### src/rtl/tis_pkg.sv
// Shared types, widths and helpers for the tis_core execution node.
package tis_pkg;

    localparam int W     = 11;
    localparam int NPROG = 15;
    localparam int MAXV  = 999;

    typedef enum logic [3:0] {
        OP_NOP = 4'd0,
        OP_MOV = 4'd1,
        OP_SWP = 4'd2,
        OP_SAV = 4'd3,
        OP_ADD = 4'd4,
        OP_SUB = 4'd5,
        OP_NEG = 4'd6,
        OP_JMP = 4'd7,
        OP_JEZ = 4'd8,
        OP_JNZ = 4'd9,
        OP_JGZ = 4'd10,
        OP_JLZ = 4'd11,
        OP_JRO = 4'd12
    } op_e;

    typedef enum logic [2:0] {
        LOC_NIL   = 3'd0,
        LOC_ACC   = 3'd1,
        LOC_LEFT  = 3'd2,
        LOC_RIGHT = 3'd3,
        LOC_UP    = 3'd4,
        LOC_DOWN  = 3'd5
    } loc_e;

    typedef enum logic {EXEC, WRITE} state_e;

    typedef enum logic [1:0] {ALU_ADD, ALU_SUB, ALU_NEG} alu_op_e;

    localparam logic signed [W+1:0] MAXV_X = MAXV;

    function automatic logic signed [W-1:0] saturate(input logic signed [W+1:0] v);
        if (v > MAXV_X) return MAXV_X[W-1:0];
        if (v < -MAXV_X) return -MAXV_X[W-1:0];
        return v[W-1:0];
    endfunction

endpackage

### src/rtl/tis_alu.sv
// Saturating add/sub/neg on the node's signed data width.
module tis_alu
    import tis_pkg::*;
(
    input  logic signed [W-1:0] a_i,
    input  logic signed [W-1:0] b_i,
    input  alu_op_e             op_i,
    output logic signed [W-1:0] y_o
);

    logic signed [W+1:0] a_x, b_x, raw;

    assign a_x = {{2{a_i[W-1]}}, a_i};
    assign b_x = {{2{b_i[W-1]}}, b_i};

    always_comb begin
        raw = a_x + b_x;
        unique case (op_i)
            ALU_SUB: raw = a_x - b_x;
            ALU_NEG: raw = -a_x;
            default: raw = a_x + b_x;
        endcase
    end

    assign y_o = saturate(raw);

endmodule

### src/rtl/tis_core.sv
// One TIS-100-style node: fetch/execute with ACC/BAK and four
// blocking neighbour ports.
module tis_core
    import tis_pkg::*;
(
    input  logic                clk,
    input  logic                rst,
    input  logic [3:0]          pLength,
    input  logic [15:0]         prog [0:NPROG-1],
    output logic signed [W-1:0] acc,
    input  logic signed [W-1:0] left,
    input  logic signed [W-1:0] right,
    input  logic signed [W-1:0] up,
    input  logic signed [W-1:0] down,
    input  logic                rreadyL,
    input  logic                rreadyR,
    input  logic                rreadyU,
    input  logic                rreadyD,
    output logic                rackL,
    output logic                rackR,
    output logic                rackU,
    output logic                rackD,
    output logic                wvalidL,
    output logic                wvalidR,
    output logic                wvalidU,
    output logic                wvalidD,
    input  logic                wackL,
    input  logic                wackR,
    input  logic                wackU,
    input  logic                wackD,
    output logic signed [W-1:0] outval
);

    state_e              state_q, state_d;
    logic [3:0]          pc_q, pc_d;
    logic signed [W-1:0] acc_q, acc_d;
    logic signed [W-1:0] bak_q, bak_d;
    logic signed [W-1:0] out_q, out_d;
    logic [1:0]          wdst_q, wdst_d;

    logic [15:0]         instr;
    logic                is_movi, is_immf, uses_src, src_port, stall;
    logic [3:0]          rop, rdy, wack, rack_c, adv, jtgt;
    logic [2:0]          src_code, dst_code;
    logic [1:0]          src_idx;
    logic signed [W-1:0] imm, src_val, operand, alu_y, mov_val;
    logic signed [W+1:0] jro_sum, plen_m1;
    logic [4:0]          pc_inc;
    alu_op_e             alu_op;
    logic                do_mov;

    assign rdy  = {rreadyD, rreadyU, rreadyR, rreadyL};
    assign wack = {wackD, wackU, wackR, wackL};

    assign instr    = (pc_q < 4'(NPROG)) ? prog[pc_q] : 16'h0;
    assign is_movi  = instr[15];
    assign is_immf  = (instr[15:14] == 2'b01);
    assign rop      = instr[13:10];
    assign imm      = instr[10:0];
    assign src_code = (is_movi || is_immf) ? LOC_NIL : instr[9:7];
    assign dst_code = is_movi ? instr[14:12] : instr[6:4];
    assign uses_src = !is_movi && !is_immf
                   && (rop == OP_MOV || rop == OP_ADD
                    || rop == OP_SUB || rop == OP_JRO);
    assign src_port = (src_code >= LOC_LEFT) && (src_code <= LOC_DOWN);
    assign src_idx  = 2'(src_code - LOC_LEFT);
    assign stall    = uses_src && src_port && !rdy[src_idx];

    always_comb begin
        src_val = '0;
        unique case (src_code)
            LOC_ACC:   src_val = acc_q;
            LOC_LEFT:  src_val = left;
            LOC_RIGHT: src_val = right;
            LOC_UP:    src_val = up;
            LOC_DOWN:  src_val = down;
            default:   src_val = '0;
        endcase
    end

    assign operand = (is_movi || is_immf) ? imm : src_val;
    assign mov_val = saturate({{2{operand[W-1]}}, operand});

    always_comb begin
        alu_op = ALU_ADD;
        if (is_immf) begin
            if (instr[13:12] == 2'b01) alu_op = ALU_SUB;
        end else if (rop == OP_SUB) begin
            alu_op = ALU_SUB;
        end else if (rop == OP_NEG) begin
            alu_op = ALU_NEG;
        end
    end

    tis_alu u_alu (
        .a_i  (acc_q),
        .b_i  (operand),
        .op_i (alu_op),
        .y_o  (alu_y)
    );

    assign pc_inc  = {1'b0, pc_q} + 5'd1;
    assign adv     = (pc_inc >= {1'b0, pLength}) ? 4'd0 : pc_inc[3:0];
    assign jtgt    = (instr[3:0] >= pLength) ? 4'd0 : instr[3:0];
    assign jro_sum = $signed({{(W-2){1'b0}}, pc_q})
                   + {{2{operand[W-1]}}, operand};
    assign plen_m1 = $signed({{(W-2){1'b0}}, pLength}) - 1;

    always_comb begin
        state_d = state_q;
        pc_d    = pc_q;
        acc_d   = acc_q;
        bak_d   = bak_q;
        out_d   = out_q;
        wdst_d  = wdst_q;
        rack_c  = '0;
        do_mov  = 1'b0;
        if (state_q == WRITE) begin
            if (wack[wdst_q]) begin
                state_d = EXEC;
                pc_d    = adv;
            end
        end else if (pLength != 4'd0 && !stall) begin
            if (uses_src && src_port) rack_c[src_idx] = 1'b1;
            pc_d = adv;
            unique case (1'b1)
                is_movi: do_mov = 1'b1;
                is_immf: begin
                    unique case (instr[13:12])
                        2'b00, 2'b01: acc_d = alu_y;
                        2'b10: begin
                            if (jro_sum < 0) pc_d = 4'd0;
                            else if (jro_sum > plen_m1) pc_d = plen_m1[3:0];
                            else pc_d = jro_sum[3:0];
                        end
                        default: ;
                    endcase
                end
                default: begin
                    unique case (rop)
                        OP_MOV: do_mov = 1'b1;
                        OP_SWP: begin
                            acc_d = bak_q;
                            bak_d = acc_q;
                        end
                        OP_SAV: bak_d = acc_q;
                        OP_ADD, OP_SUB, OP_NEG: acc_d = alu_y;
                        OP_JMP: pc_d = jtgt;
                        OP_JEZ: if (acc_q == 0) pc_d = jtgt;
                        OP_JNZ: if (acc_q != 0) pc_d = jtgt;
                        OP_JGZ: if (acc_q > 0) pc_d = jtgt;
                        OP_JLZ: if (acc_q < 0) pc_d = jtgt;
                        OP_JRO: begin
                            if (jro_sum < 0) pc_d = 4'd0;
                            else if (jro_sum > plen_m1) pc_d = plen_m1[3:0];
                            else pc_d = jro_sum[3:0];
                        end
                        default: ;
                    endcase
                end
            endcase
            // A port destination parks the value and holds pc until acked.
            if (do_mov) begin
                if (dst_code == LOC_ACC) begin
                    acc_d = mov_val;
                end else if (dst_code >= LOC_LEFT && dst_code <= LOC_DOWN) begin
                    state_d = WRITE;
                    out_d   = mov_val;
                    wdst_d  = 2'(dst_code - LOC_LEFT);
                    pc_d    = pc_q;
                end
            end
        end
    end

    always_ff @(posedge clk) begin
        if (rst) begin
            state_q <= EXEC;
            pc_q    <= '0;
            acc_q   <= '0;
            bak_q   <= '0;
            out_q   <= '0;
            wdst_q  <= '0;
        end else begin
            state_q <= state_d;
            pc_q    <= pc_d;
            acc_q   <= acc_d;
            bak_q   <= bak_d;
            out_q   <= out_d;
            wdst_q  <= wdst_d;
        end
    end

    assign {rackD, rackU, rackR, rackL} = rst ? 4'b0 : rack_c;

    assign wvalidL = (state_q == WRITE) && (wdst_q == 2'd0);
    assign wvalidR = (state_q == WRITE) && (wdst_q == 2'd1);
    assign wvalidU = (state_q == WRITE) && (wdst_q == 2'd2);
    assign wvalidD = (state_q == WRITE) && (wdst_q == 2'd3);

    assign acc    = acc_q;
    assign outval = out_q;

endmodule

### config.mk
export PLATFORM = sky130hd
export DESIGN_NAME = tis_core
export DESIGN_NICKNAME = d
export VERILOG_FILES = /design/src/rtl/tis_pkg.sv /design/src/rtl/tis_alu.sv /design/src/rtl/tis_core.sv
export SDC_FILE = /design/constraint.sdc
export NUM_CORES = 1
export LEC_CHECK = 0
export BUFFER_PORTS_ARGS = -buffer_cell sky130_fd_sc_hd__buf_2
export CAP_MARGIN = 30
export CELL_PAD_IN_SITES_DETAIL_PLACEMENT = 2
export CELL_PAD_IN_SITES_GLOBAL_PLACEMENT = 2
export CORE_ASPECT_RATIO = 0.8
export CORE_MARGIN = 5
export CORE_UTILIZATION = 28
export DETAILED_ROUTE_END_ITERATION = 10
export PLACE_DENSITY = 0.84
export SLEW_MARGIN = 20
export SYNTH_ARGS = -nofsm -noshare
export SYNTH_HDL_FRONTEND = slang
export SYNTH_SLANG_ARGS = --single-unit
### constraint.sdc
create_clock -name clk -period 8.6 [get_ports clk]
set_clock_uncertainty 0.15 [all_clocks]
set_input_delay 0.43 -clock clk [delete_from_list [all_inputs] [get_ports clk]]
set_output_delay 0.43 -clock clk [all_outputs]
set_load 0.005 [all_outputs]
==> qor.yml, run 1 <==
outcome:
  outcome: "complete, no violations"
synth:
  syn_nets: 1391
  syn-cell-area_um2: 8340
  ys_seq_area_frac: 0.0960
  syn_area_per_cell_um2: 8.06
  ys.flop_type: "dfxtp_1"
  synth.ff_latch_count: 40
  synth-edff-count: 0
  synth.most_common_cell: "nor2_1"
  synth_cells: 1035
  netlist-cell-type-count: 89
  ys_top_cells_by_area: "dfxtp_1, mux4_2, ha_1"
  synth_common_cells: "nor2_1, nand2_1, a21oi_1, ha_1, inv_1"
  synth_top_area_cell: "dfxtp_1"
  synth_top_area_frac: 0.0960
  async_reset_ff_frac: 0
  synth_warnings: 0
place:
  dp_cells: 1691
  gp_congestion: 0.961
  dpl_cell_area_um2: 10200
  port_buffers: 327
  dp_hpwl_um: 37700
route:
  num_vias: 10400
  finalWirelength_um: 45300
  drc: 0
  postRouteAntennaNets: 0
  drt-initial-drc-count: 920
  routedWlPerCell_um: 26.7
  viasPerCell: 6.14
  dr.pass1.iters: 5
timing:
  slew_violations: 0
  hold_viol_final: 0
  clock.fmax_mhz: 127
  grt_setup_unrepaired: "no"
  finalSetupViolations: 0
  setup_tns_ns: 0
  finalCriticalPeriod_ns: 7.86
  finalHoldWorstSlack_ns: 0.330
  worst_pin_slew_ns: 0.949
  min_period_over_period: 0.914
  slew-limit-headroom: 0.364
cts:
  hold_buffers: 0
  cts.sinks: 40
  htreeDepth: 2
  cts_tree: "yes"
  post-cts-setup-buffers: 0
  clockRootBuffer: "clkbuf_16"
  cts_inserted_buffers: 5
  cts-resized-gates: 0
  clock_latency_ns: 0.29
  path_clk_slew_ns: 0.07
  cts_buffer_depth: 2
global_route:
  grt-ovfl-total: 0
  grt_pass1_wl_um: 68100
  groute.usage.overall: 0.261
  antenna_found_initial: 1
  grt_util_met2: 0.434
  grt_use_met3: 0.0420
  grt_pass1_vias: 11100
  grt.busiest_layer: "met2"
  met1_usage: 0.363
  grt_max_degree: 54
worst_hold_path:
  hp-class: "register to register"
  hold_depth: 2
pwr:
  p_per_area_nw_per_um2: 496
  p_leak_nw: 4.51
  max-vdd-ir-drop_v: 0.000155
setup_path:
  worstRegToRegCells: 19
  path_buf_inv: 0
  crit_path_end_kind: "register"
  startpoint_type: "register"
  cp.depth: 19
  worstPathArrival_ns: 7.87
  path_max_fanout: 53
  cp_slowest_stage_delay_ns: 0.86
  crit_required_ns: 8.62
  ff2ff_setup_slack_ns: 0.74
  timing.critical_path.slowest_stage_cell: "dfxtp_4"
  cp_top_family: "compound AO/OA/AOI/OAI gates"
  path_class: "register to register"
  crit_chain: "ha_1 > a21oi_1 > a31oi_1 > nand2_1 > nor2_1 > a21oi_1 > o211ai_1 > fa_1 > nor2_1 > o311a_1 > o311ai_0 > o311ai_0 > a22oi_1 > nor3b_1 > nand4_1 > a31oi_1 > nor3_1 > nor4_1 > a2111oi_4"
final_layout:
  fill_cells: 3467
  design_area_um2: 10400
  fin_util: 0.355
  drive_gt1_frac: 0.344
  area_growth_pct: 25.0
  diodes: 0
  nNetsFinal: 1677
  fin_cells: 1699
die:
  initial_core_util: 0.284
  fp.dieH_um: 164
  fp.dieW_um: 203
  die-area_um2: 33400
  rows: 56
  num_io_pins: 328
  core_area_um2: 29400
flow_run:
  maxCapViolations: 0
## stage by stage
step | power, mW | setup slack, ns
6_report | 5.17 | 0.744
5_1_grt | 5.52 | 0.255
3_3_place_gp | 4.61 | 1.21
4_1_cts | 5.07 | 0.929
3_5_place_dp | 4.79 | 0.987
2_1_floorplan | 3.40 | 2.56
## report_power, final
part | internal, mW | switching (mW)
sequential | 0.234 | 0.129
clock | 0.146 | 0.0847
combinational | 1.68 | 2.90
total | 2.06 | 3.11
## metal layers
| layer | wire, um | vias up |
|---|---|---|
| met5 | 7 | - |
| met3 | 3430 | 62 |
| li1 | - | 4573 |
| met2 | 20600 | 460 |
| met1 | 20400 | 5327 |
| met4 | 824 | 2 |
## cells by family (layout without fill, tap and decap cells)
logic type | after synthesis | after routing | synth area share
flops | 40 | 40 | 0.0960
buf+inv | 123 | 410 | 0.0686
mux | 122 | 122 | 0.220
compound gates | 328 | 328 | 0.297
xor+xnor | 23 | 23 | 0.0242
simple gates | 341 | 341 | 0.205
fa+ha+maj | 58 | 58 | 0.0897
## worst min-delay path, stage by stage (launching register included)
cell and delay (ns):
dfxtp_1 0.31, o21ai_0 0.07, a21oi_1 0.06
## layout make-up
type / count / area [um2] / share of cell area
inverter: 56 / 210 / 0.0202
timing repair buffer: 346 / 1780 / 0.170
multi-input combinational: 872 / 6980 / 0.670
clock inverter: 2 / 38.8 / 0.00372
tap: 377 / 472 / 0.0453
clock buffer: 6 / 139 / 0.0133
sequential: 40 / 807 / 0.0774
## registers in the layout (all words and copies together) (netlist names)
signal	cells
pc_q	4
bak_q	11
state_q	1
wdst_q	2
outval	11
acc	11
## cells in the final DEF (no fill, tap or decap), types with 24 or more instances in the layout
master	n
a21oi_1	56
dfxtp_1	37
ha_1	55
mux2_2	30
nand2_1	79
inv_1	53
nand2b_1	24
mux4_2	35
nor3_1	28
nor2_1	94
o21ai_0	36
mux2i_1	47
buf_2	328
## path summary, 6_finish.rpt
kind,startpoint,end
max,pc_q[0],acc[2]
min,outval[4],outval[4]
max reg2reg,pc_q[0],acc[2]
min reg2reg,outval[4],outval[4]
Power figures use the tool's default switching activity.
==> run 2: changes to the inputs <==
--- a/config.mk
+++ b/config.mk
@@ -13,8 +13,9 @@
 export CORE_MARGIN = 5
 export CORE_UTILIZATION = 28
 export DETAILED_ROUTE_END_ITERATION = 10
-export PLACE_DENSITY = 0.84
+export PLACE_DENSITY = 0.83
 export SLEW_MARGIN = 20
 export SYNTH_ARGS = -nofsm -noshare
 export SYNTH_HDL_FRONTEND = slang
+export SYNTH_HIERARCHICAL = 1
 export SYNTH_SLANG_ARGS = --single-unit
==> run 2 against run 1 <==
  * Synthesized area fell by 0.14%
  * Setup slack gained 0.074 ns
  * Cell area up 0.41%
  * Critical endpoint is now pc_q[0]
  * Total power is 14% lower
  * First-iteration DRC count is 4.2% lower
==> qor.yml, run 2 <==
timing:
  grt_setup_unrepaired: "no"  # unchanged
  finalSetupViolations: 0  # unchanged
  setup_tns_ns: 0  # unchanged
  clock.fmax_mhz: 128  # was 127 MHz
  min_period_over_period: 0.905  # was 0.914
  slew_violations: 0  # unchanged
  hold_viol_final: 0  # unchanged
  finalCriticalPeriod_ns: 7.78  # was 7.86 ns
  setup_ws_ns: 0.818  # was 0.744 ns
  worst_pin_slew_ns: 0.983  # was 0.949 ns
  slew-limit-headroom: 0.345  # was 0.364
worst_hold_path:
  hp-class: "register to register"  # unchanged
synth:
  synth_cells: 997  # was 1,035
  synth_top_area_cell: "dfxtp_1"  # unchanged
  ys_seq_area_frac: 0.0962  # was 0.0960
  ys.flop_type: "dfxtp_1"  # unchanged
  ys_top_cells_by_area: "dfxtp_1, mux4_2, ha_1"  # unchanged
  syn_area_per_cell_um2: 8.35  # was 8.06 um2
  syn-cell-area_um2: 8330  # was 8340 um2
  synth_top_area_frac: 0.0962  # was 0.0960
  synth-edff-count: 0  # unchanged
  synth_warnings: 6  # was 0
  netlist-cell-type-count: 111  # was 89
  async_reset_ff_frac: 0  # unchanged
  syn_nets: 1351  # was 1,391
  synth_common_cells: "nor2_1, inv_1, mux2i_1, ha_1, a21oi_1"  # was nor2_1, nand2_1, a21oi_1, ha_1, inv_1
  synth.ff_latch_count: 40  # unchanged
  synth.most_common_cell: "nor2_1"  # unchanged
setup_path:
  path_class: "register to register"  # unchanged
  worstPathArrival_ns: 7.83  # was 7.87 ns
  crit_path_end_kind: "register"  # unchanged
  startpoint_type: "register"  # unchanged
  path_max_fanout: 16  # was 53
  crit_required_ns: 8.65  # was 8.62 ns
cts:
  clock_latency_ns: 0.29  # about the same
  path_clk_slew_ns: 0.07  # about the same
  cts_tree: "yes"  # unchanged
  clockRootBuffer: "clkbuf_16"  # unchanged
  cts-resized-gates: 0  # unchanged
  htreeDepth: 2  # unchanged
  cts_buffer_depth: 2  # unchanged
  post-cts-setup-buffers: 0  # unchanged
  cts.sinks: 40  # unchanged
  cts_inserted_buffers: 5  # unchanged
  hold_buffers: 0  # unchanged
global_route:
  groute.usage.overall: 0.270  # was 0.261
  grt_pass1_wl_um: 69700  # was 68,100 um
  grt-ovfl-total: 0  # unchanged
  grt_max_degree: 38  # was 54
  antenna_found_initial: 9  # was 1
  grt_pass1_vias: 11100  # about the same
final_layout:
  design_area_um2: 10500  # was 10,400 um2
  final_common_cell: "buf_2"  # unchanged
  nNetsFinal: 1657  # was 1,677
  fin_cells: 1687  # was 1,699
  fin_util: 0.356  # was 0.355
  layout_common_cells: "buf_2, nor2_1, inv_1"  # was buf_2, nor2_1, nand2_1
  area_growth_pct: 25.7  # was 25.0%
  drive_gt1_frac: 0.372  # was 0.344
route:
  finalWirelength_um: 47000  # was 45,300 um
  drc: 0  # unchanged
  viasPerCell: 6.10  # was 6.14
  dr.pass1.iters: 7  # was 5
  num_vias: 10300  # was 10,400
  routedWlPerCell_um: 27.9  # was 26.7 um
  postRouteAntennaNets: 0  # unchanged
  drt-initial-drc-count: 881  # was 920
die:
  fp.dieW_um: 203  # about the same
  core_area_um2: 29400  # unchanged
  num_io_pins: 328  # unchanged
  initial_core_util: 0.284  # about the same
  die-area_um2: 33300  # was 33,400 um2
  fp.dieH_um: 164  # about the same
  rows: 56  # unchanged
pwr:
  max-vdd-ir-drop_v: 0.000124  # was 0.000155 V
  swShare: 0.598  # was 0.602
  p_leak_nw: 4.77  # was 4.51 nW
  p_int_mw: 1.80  # was 2.06 mW
  power_frac_comb: 0.884  # was 0.885
  switchingPower_mw: 2.67  # was 3.11 mW
  p_per_area_nw_per_um2: 427  # was 496 nW/um2
  seq_power_share: 0.069  # was 0.070
  p_clk_frac: 0.048  # was 0.045
place:
  dpl_cell_area_um2: 10300  # was 10,200 um2
  dp_hpwl_um: 38900  # was 37,700 um
  gp_congestion: 0.942  # was 0.961
  port_buffers: 327  # unchanged
  dp_slack_ns: 0.997  # was 0.987 ns
  dp_cells: 1672  # was 1,691
flow_run:
  maxCapViolations: 0  # unchanged
outcome:
  outcome: "complete, no violations"  # unchanged
==> run 2: cells by family (layout without fill, tap and decap cells) <==
family	after synthesis	after routing	share of synthesized area
xor gates and xnor gates	19	19	0.0200
DFF	40	40	0.0962
muxes	122	122	0.218
adders and majority gates	56	56	0.0868
AOI/OAI and AO/OA	336	336	0.307
and+or+nand+nor	300	300	0.196
other	0	6	0
buffers and inverters	124	431	0.0759
==> run 2: path summary, 6_finish.rpt <==
path	start	end	slack, ns	depth (start not counted)
min reg2reg	outval[3]	outval[3]	0.37	1
max reg2reg	pc_q[1]	pc_q[0]	0.82	27
min	outval[3]	outval[3]	0.37	1
max	pc_q[1]	pc_q[0]	0.82	27
==> run 2: cell type report <==
class                   count  area [um2]
flip-flops and latches     40         805
repair buffers            357        1860
multi-input cells         833        6900
well taps                 377         472
fillers                  3385       18900
clock buffers               6         150
diodes                      6        15.0
inverters                  66         250
clock inverters             2        12.5
==> run 2: layer usage <==
layer / part of all wire / track usage / up-vias
met5: 0.00047 / 0 / -
met4: 0.020 / 0.0540 / 4
met3: 0.077 / 0.0640 / 74
met2: 0.46 / 0.442 / 463
met1: 0.45 / 0.365 / 5228
li1: - / - / 4519
==> run 2: per-stage QoR <==
step	hold slack (ns)	total power, mW
after floorplan	0.304	2.96
after global placement	0.328	3.93
after detailed placement	0.343	4.11
after CTS	0.366	4.36
after global routing	0.406	4.75
final	0.366	4.47
==> run 2: power groups by stage <==
| stage | Clock (mW) | Combinational [mW] | Sequential [mW] |
|---|---|---|---|
| detailed placement | 0 | 3.80 | 0.308 |
| floorplan | 0 | 2.69 | 0.271 |
| global route | 0.226 | 4.21 | 0.312 |
| global placement | 0 | 3.63 | 0.305 |
| CTS | 0.215 | 3.84 | 0.304 |
| finish | 0.213 | 3.95 | 0.307 |
==> run 2: worst max-delay path, stage by stage, from the launching register on <==
cell,delay (ns)
dfxtp_1,0.80
inv_1,0.40
a221oi_1,0.46
o22a_1,0.46
nand3_1,0.59
nor3_1,0.44
a22oi_1,0.12
o21ai_0,0.16
nor2_1,0.14
inv_1,0.18
ha_1,0.27
a21o_1,0.17
a21oi_1,0.23
nor2b_1,0.10
nor2_1,0.24
nor4_4,0.09
xnor2_1,0.16
ha_1,0.35
a22oi_1,0.20
nand2_1,0.07
a31oi_1,0.14
o21ai_0,0.11
a31o_2,0.24
a211o_1,0.28
a31oi_1,0.50
mux2i_1,0.26
nand3_1,0.10
a211oi_1,0.27
